**src/rtl/cv32e40p_if_id_pipe_ft_if.sv**
```systemverilog
// IF/ID pipeline register bundle: aligner-side capture controls in, voted payload and error status out.
// Master drives the fetch-side controls; slave is the pipeline register itself.
interface cv32e40p_if_id_pipe_ft_if #(
    parameter int NUM_REPLICAS = 3,
    parameter int ERR_CNT_W    = 8
);
    logic                    load_i;
    logic                    clear_i;
    logic [31:0]             instr_i;
    logic [31:0]             pc_i;
    logic                    is_compressed_i;
    logic                    illegal_c_i;
    logic                    fetch_failed_i;
    logic                    err_clr_i;

    logic                    instr_valid_o;
    logic [31:0]             instr_rdata_o;
    logic [31:0]             pc_o;
    logic                    is_compressed_o;
    logic                    illegal_c_insn_o;
    logic                    is_fetch_failed_o;
    logic                    err_detect_o;
    logic                    err_multi_o;
    logic [NUM_REPLICAS-1:0] replica_fault_o;
    logic [ERR_CNT_W-1:0]    err_cnt_o;

    modport master (
        output load_i, clear_i, instr_i, pc_i, is_compressed_i, illegal_c_i,
               fetch_failed_i, err_clr_i,
        input  instr_valid_o, instr_rdata_o, pc_o, is_compressed_o, illegal_c_insn_o,
               is_fetch_failed_o, err_detect_o, err_multi_o, replica_fault_o, err_cnt_o
    );

    modport slave (
        input  load_i, clear_i, instr_i, pc_i, is_compressed_i, illegal_c_i,
               fetch_failed_i, err_clr_i,
        output instr_valid_o, instr_rdata_o, pc_o, is_compressed_o, illegal_c_insn_o,
               is_fetch_failed_o, err_detect_o, err_multi_o, replica_fault_o, err_cnt_o
    );
endinterface

```
**src/rtl/cv32e40p_if_id_pipe_ft.sv**
```systemverilog
// Fault-tolerant IF/ID register (1 or 3 replicas) with majority vote, scrub and error accounting.
// One-cycle latency like a plain register; outputs are voted combinationally; no backpressure.
module cv32e40p_if_id_pipe_ft #(
    parameter int NUM_REPLICAS = 3,
    parameter int ENABLE_SCRUB = 1,
    parameter int ERR_CNT_W    = 8
) (
    input logic                     clk,
    input logic                     rst_n,
    cv32e40p_if_id_pipe_ft_if.slave pipe
);

    typedef struct packed {
        logic        valid;
        logic [31:0] instr;
        logic [31:0] pc;
        logic        compressed;
        logic        illegal;
        logic        fetch_failed;
    } payload_t;

    payload_t                rep_q [NUM_REPLICAS];
    payload_t                voted;
    payload_t                wr_dat;
    logic                    wr_en;
    logic [NUM_REPLICAS-1:0] mismatch;
    logic                    err_detect;
    logic                    err_multi;
    logic [NUM_REPLICAS-1:0] fault_q;
    logic [ERR_CNT_W-1:0]    err_cnt_q;

    // Every replica takes the same word; clear and scrub source from the vote so an
    // upset replica is repaired by whichever of them fires first.
    always_comb begin
        wr_en  = 1'b1;
        wr_dat = voted;
        if (pipe.load_i) begin
            wr_dat.valid        = 1'b1;
            wr_dat.instr        = pipe.instr_i;
            wr_dat.pc           = pipe.pc_i;
            wr_dat.compressed   = pipe.is_compressed_i;
            wr_dat.illegal      = pipe.illegal_c_i;
            wr_dat.fetch_failed = 1'b0;
        end else if (pipe.clear_i) begin
            wr_dat.valid        = 1'b0;
            wr_dat.fetch_failed = pipe.fetch_failed_i;
        end else begin
            wr_en = (ENABLE_SCRUB != 0) && err_detect;
        end
    end

    always_ff @(posedge clk or negedge rst_n) begin
        if (!rst_n) begin
            for (int i = 0; i < NUM_REPLICAS; i++) rep_q[i] <= '0;
        end else if (wr_en) begin
            for (int i = 0; i < NUM_REPLICAS; i++) rep_q[i] <= wr_dat;
        end
    end

    generate
        if (NUM_REPLICAS == 3) begin : g_tmr
            logic err_detect_q;

            assign voted = (rep_q[0] & rep_q[1]) | (rep_q[1] & rep_q[2]) | (rep_q[0] & rep_q[2]);

            always_comb begin
                mismatch = '0;
                for (int i = 0; i < 3; i++) mismatch[i] = (rep_q[i] != voted);
            end

            assign err_detect = |mismatch;
            assign err_multi  = (mismatch[0] & mismatch[1]) | (mismatch[1] & mismatch[2]) |
                                (mismatch[0] & mismatch[2]);

            // Counts rising edges of err_detect so a persistent unscrubbed upset counts once;
            // a clear in the same cycle as a new event drops that event.
            always_ff @(posedge clk or negedge rst_n) begin
                if (!rst_n) begin
                    err_detect_q <= 1'b0;
                    err_cnt_q    <= '0;
                    fault_q      <= '0;
                end else begin
                    err_detect_q <= err_detect;
                    if (pipe.err_clr_i) begin
                        err_cnt_q <= '0;
                        fault_q   <= '0;
                    end else begin
                        fault_q <= fault_q | mismatch;
                        if (err_detect && !err_detect_q && (err_cnt_q != '1))
                            err_cnt_q <= err_cnt_q + ERR_CNT_W'(1);
                    end
                end
            end
        end else if (NUM_REPLICAS == 1) begin : g_single
            assign voted      = rep_q[0];
            assign mismatch   = '0;
            assign err_detect = 1'b0;
            assign err_multi  = 1'b0;
            assign fault_q    = '0;
            assign err_cnt_q  = '0;
        end else begin : g_bad_replicas
            $error("cv32e40p_if_id_pipe_ft: NUM_REPLICAS must be 1 or 3");
        end
    endgenerate

    assign pipe.instr_valid_o     = voted.valid;
    assign pipe.instr_rdata_o     = voted.instr;
    assign pipe.pc_o              = voted.pc;
    assign pipe.is_compressed_o   = voted.compressed;
    assign pipe.illegal_c_insn_o  = voted.illegal;
    assign pipe.is_fetch_failed_o = voted.fetch_failed;
    assign pipe.err_detect_o      = err_detect;
    assign pipe.err_multi_o       = err_multi;
    assign pipe.replica_fault_o   = fault_q;
    assign pipe.err_cnt_o         = err_cnt_q;

endmodule

```
**src/flat_wrapper.sv**
```systemverilog
// flat-port wrapper written by rule: the top's interface ports become plain ports
module cv32e40p_if_id_pipe_ft_flat 
#(
    parameter int NUM_REPLICAS = 3,
    parameter int ENABLE_SCRUB = 1,
    parameter int ERR_CNT_W    = 8
)
  (clk, rst_n, pipe_load_i, pipe_clear_i, pipe_instr_i, pipe_pc_i, pipe_is_compressed_i, pipe_illegal_c_i, pipe_fetch_failed_i, pipe_err_clr_i, pipe_instr_valid_o, pipe_instr_rdata_o, pipe_pc_o, pipe_is_compressed_o, pipe_illegal_c_insn_o, pipe_is_fetch_failed_o, pipe_err_detect_o, pipe_err_multi_o, pipe_replica_fault_o, pipe_err_cnt_o);
  cv32e40p_if_id_pipe_ft_if #(.NUM_REPLICAS(NUM_REPLICAS), .ERR_CNT_W(ERR_CNT_W)) pipe_i ();
  input logic clk;
  input logic rst_n;
  input wire logic [$bits(pipe_i.load_i)-1:0] pipe_load_i;
  input wire logic [$bits(pipe_i.clear_i)-1:0] pipe_clear_i;
  input wire logic [$bits(pipe_i.instr_i)-1:0] pipe_instr_i;
  input wire logic [$bits(pipe_i.pc_i)-1:0] pipe_pc_i;
  input wire logic [$bits(pipe_i.is_compressed_i)-1:0] pipe_is_compressed_i;
  input wire logic [$bits(pipe_i.illegal_c_i)-1:0] pipe_illegal_c_i;
  input wire logic [$bits(pipe_i.fetch_failed_i)-1:0] pipe_fetch_failed_i;
  input wire logic [$bits(pipe_i.err_clr_i)-1:0] pipe_err_clr_i;
  output wire logic [$bits(pipe_i.instr_valid_o)-1:0] pipe_instr_valid_o;
  output wire logic [$bits(pipe_i.instr_rdata_o)-1:0] pipe_instr_rdata_o;
  output wire logic [$bits(pipe_i.pc_o)-1:0] pipe_pc_o;
  output wire logic [$bits(pipe_i.is_compressed_o)-1:0] pipe_is_compressed_o;
  output wire logic [$bits(pipe_i.illegal_c_insn_o)-1:0] pipe_illegal_c_insn_o;
  output wire logic [$bits(pipe_i.is_fetch_failed_o)-1:0] pipe_is_fetch_failed_o;
  output wire logic [$bits(pipe_i.err_detect_o)-1:0] pipe_err_detect_o;
  output wire logic [$bits(pipe_i.err_multi_o)-1:0] pipe_err_multi_o;
  output wire logic [$bits(pipe_i.replica_fault_o)-1:0] pipe_replica_fault_o;
  output wire logic [$bits(pipe_i.err_cnt_o)-1:0] pipe_err_cnt_o;
  assign pipe_i.load_i = pipe_load_i;
  assign pipe_i.clear_i = pipe_clear_i;
  assign pipe_i.instr_i = pipe_instr_i;
  assign pipe_i.pc_i = pipe_pc_i;
  assign pipe_i.is_compressed_i = pipe_is_compressed_i;
  assign pipe_i.illegal_c_i = pipe_illegal_c_i;
  assign pipe_i.fetch_failed_i = pipe_fetch_failed_i;
  assign pipe_i.err_clr_i = pipe_err_clr_i;
  assign pipe_instr_valid_o = pipe_i.instr_valid_o;
  assign pipe_instr_rdata_o = pipe_i.instr_rdata_o;
  assign pipe_pc_o = pipe_i.pc_o;
  assign pipe_is_compressed_o = pipe_i.is_compressed_o;
  assign pipe_illegal_c_insn_o = pipe_i.illegal_c_insn_o;
  assign pipe_is_fetch_failed_o = pipe_i.is_fetch_failed_o;
  assign pipe_err_detect_o = pipe_i.err_detect_o;
  assign pipe_err_multi_o = pipe_i.err_multi_o;
  assign pipe_replica_fault_o = pipe_i.replica_fault_o;
  assign pipe_err_cnt_o = pipe_i.err_cnt_o;
  cv32e40p_if_id_pipe_ft #(.NUM_REPLICAS(NUM_REPLICAS), .ENABLE_SCRUB(ENABLE_SCRUB), .ERR_CNT_W(ERR_CNT_W)) u_core (.clk(clk), .rst_n(rst_n), .pipe(pipe_i));
endmodule
```
**config.mk**
```make
export PLATFORM = sky130hd
export DESIGN_NAME = cv32e40p_if_id_pipe_ft_flat
export DESIGN_NICKNAME = d
export VERILOG_FILES = /design/src/rtl/cv32e40p_if_id_pipe_ft_if.sv /design/src/rtl/cv32e40p_if_id_pipe_ft.sv /design/src/flat_wrapper.sv
export SDC_FILE = /design/constraint.sdc
export NUM_CORES = 1
export LEC_CHECK = 0
export ABC_AREA = 1
export CAP_MARGIN = 20
export CORE_UTILIZATION = 39
export CTS_CLUSTER_DIAMETER = 100
export DETAILED_ROUTE_END_ITERATION = 12
export PLACE_DENSITY_LB_ADDON = 0.15
export SYNTH_ARGS = -nofsm -noshare
export SYNTH_HDL_FRONTEND = slang
export SYNTH_SLANG_ARGS = --single-unit
```
**constraint.sdc**
```tcl
create_clock -name clk -period 0.8 [get_ports clk]
set_input_delay 0.16 -clock clk [delete_from_list [all_inputs] [get_ports clk]]
set_output_delay 0.16 -clock clk [all_outputs]
set_load 0.01 [all_outputs]
```
==> impl_metrics.tcl <==
set metrics [dict create \
    status "finished with violations" \
    failed_checks "negative setup slack" \
    wirelength_um 7290 \
    preCtsSetupSlack_ns -0.257 \
    gp_congestion 0.718 \
    worstPathMaxFanout 2 \
    start_util_pct 40.1 \
    vias 2558 \
    fin_setup_tns_ns -16.22 \
    grt_pass1_vias 2404 \
    diodes 0 \
    rsz0062_at_grt "true" \
    critPathTopFamily "flip-flops" \
    multiInputGateArea_um2 818 \
    die-width_um 88.1 \
    clock_sinks 76 \
    yosys.area.top_type "dfrtp_1" \
    synth_top_area_share_pct 65.8 \
    synth_area_leaders "dfrtp_1 (66%), nand2_1 (26%), buf_4 (2.3%)" \
    finalSetupViolCount 77 \
    grt_max_degree 47 \
    synthDistinctLibCells 11 \
    dpl.hpwl_um 4930 \
    yosys_warnings 0 \
    cts_buffers 9 \
    ant_nets 0 \
    fin_area_um2 4660 \
    nets 569 \
    overflow 0 \
    regArea_um2 1900 \
    critPathLaunchType "register" \
    critPathMaxStageDelay_ns 0.39 \
    clk_latency_ns 0.33 \
    r2r-start "u_core.rep_q[85]$_DFFE_PN0P_" \
    min_path_type "in2reg" \
    hold_start "pipe_load_i" \
    vdd_drop_max_uv 1140 \
    crit_slowest_cell "dfrtp_1" \
    grt_pass1_wl_um 11100 \
    drive_above_1_share_pct 26.1 \
    num-fill-cells 634 \
    placed_cell_area_um2 4510 \
    drv_cap 0 \
    antenna_found_initial 0 \
    syn_area_um2 2890 \
    worst-endpoint-required_ns 0.64 \
    hold_viol_final 0 \
    setup_ws_ns -0.232 \
    clock_path_buffers 2 \
    area_growth_pct 61.4 \
    portBuffers 147 \
    first_pass_iters 4 \
    globalRouteTotalUtil_pct 19.0 \
    placementRows 31 \
    period_share_pct 129 \
    pin_count 153 \
    path_cells "buf_2" \
    cts_htree_levels 3 \
    syn_inst 319 \
    power.density_nw_per_um2 1880 \
    fmax_ghz 0.969 \
    ys_ff_latch 76 \
    dieHeight_um 88.1 \
    slew_violations 0 \
    final_util_pct 64.7 \
    coreArea_um2 7210 \
    rrSetupSlack_ns -0.05 \
    leakagePower_nw 2.53 \
    crit_buf_inv 1 \
    dieArea_um2 7760 \
    critPathKind "reg2out" \
    drc 0 \
    post-route-min-period_ns 1.03 \
    fin_worst_skew_ns 0 \
    cts_tree "built" \
    cp.arrival_ns 0.87 \
    synth_area_per_cell_um2 9.06 \
    p_total_mw 8.75 \
    vias_per_cell 4.26 \
    crit_start "u_core.rep_q[171]$_DFFE_PN0P_" \
    clk_pin_slew_ns 0.08 \
    drtIter0Drc 79 \
    clockRootBuffer "clkbuf_8" \
    cp-end-kind "output port" \
    seq_area_frac_synth_pct 65.8 \
    wl_per_cell_um 12.1 \
]
[layer usage]
layer	vias to the layer above	global-route usage [%]	share of wire (%)
li1	1290	-	-
met1	1172	24.2	43
met2	90	29.4	46
met3	6	8.39	10
met4	0	5.72	0.92
met5	-	0	0
[Yosys cell counts]
master / number
buf_2: 7
buf_4: 9
buf_6: 4
clkbuf_1: 1
conb_1: 1
dfrtp_1: 76
inv_1: 8
inv_4: 1
nand2_1: 202
nand3_1: 1
nor2_1: 9
[sequential cells by signal, summed over array words and instances (netlist names)]
register	cells
u_core.rep_q	68
u_core.pipe.err_cnt_o	8
[power breakdown]
part | total (mW) | switching [mW] | internal, mW
registers | 4.31 | 0.167 | 4.14
clock network | 2.76 | 1.34 | 1.42
logic | 1.68 | 0.741 | 0.941
total | 8.75 | 2.25 | 6.50
[layout make-up]
cell class,instances,area share (%)
flip-flops and latches,76,40.8
clock inverters,6,1.18
clock buffers,10,2.74
multi-input cells,217,17.5
well taps,99,2.66
repair buffers,184,34.3
inverters,9,0.778
[metrics by stage]
stage,hold slack [ns],cells
after global placement,0.140,561
after detailed placement,0.143,561
final,0.136,601
after global routing,0.150,601
after floorplan,-0.136,323
after CTS,0.121,586
[final timing paths]
path	endpoint	depth (start not counted)
max reg2reg	u_core.rep_q[85]$_DFFE_PN0P_	4
max	pipe_instr_rdata_o[0]	1
max in group asynchronous	u_core.rep_q[194]$_DFFE_PN0P_	3
min in group asynchronous	u_core.rep_q[192]$_DFFE_PN0P_	3
min	u_core.rep_q[98]$_DFFE_PN0P_	3
min reg2reg	u_core.rep_q[177]$_DFFE_PN0P_	2
[logic make-up (layout without fill, tap and decap cells)]
group | count (synthesis) | count (layout) | share of synthesized area [%]
buffers and inverters | 30 | 209 | 6.49
flip-flops | 76 | 76 | 65.8
other | 1 | 5 | 0.130
AND/OR/NAND/NOR | 212 | 212 | 27.6
[repair_timing]
item	in CTS	in global routing
buffers inserted	8	15
setup endpoints to repair	76	76
gates resized for setup	314	18
endpoints found under the hold margin	76	0
hold buffers	1	0
[placed cells by master (no fill, tap or decap)]
cell             count
bufinv_16            1
clkinv_2             5
buf_6               26
buf_12               6
buf_2               51
nand3_1              1
nor2_1               9
clkdlybuf4s50_1     69
inv_4                1
conb_1               5
nand2_1            201
nand2_2              1
dlygate4sd3_1        1
buf_4               31
clkbuf_8             9
clkbuf_1             1
inv_1                8
dfrtp_1             76
Power figures use the tool's default switching activity.
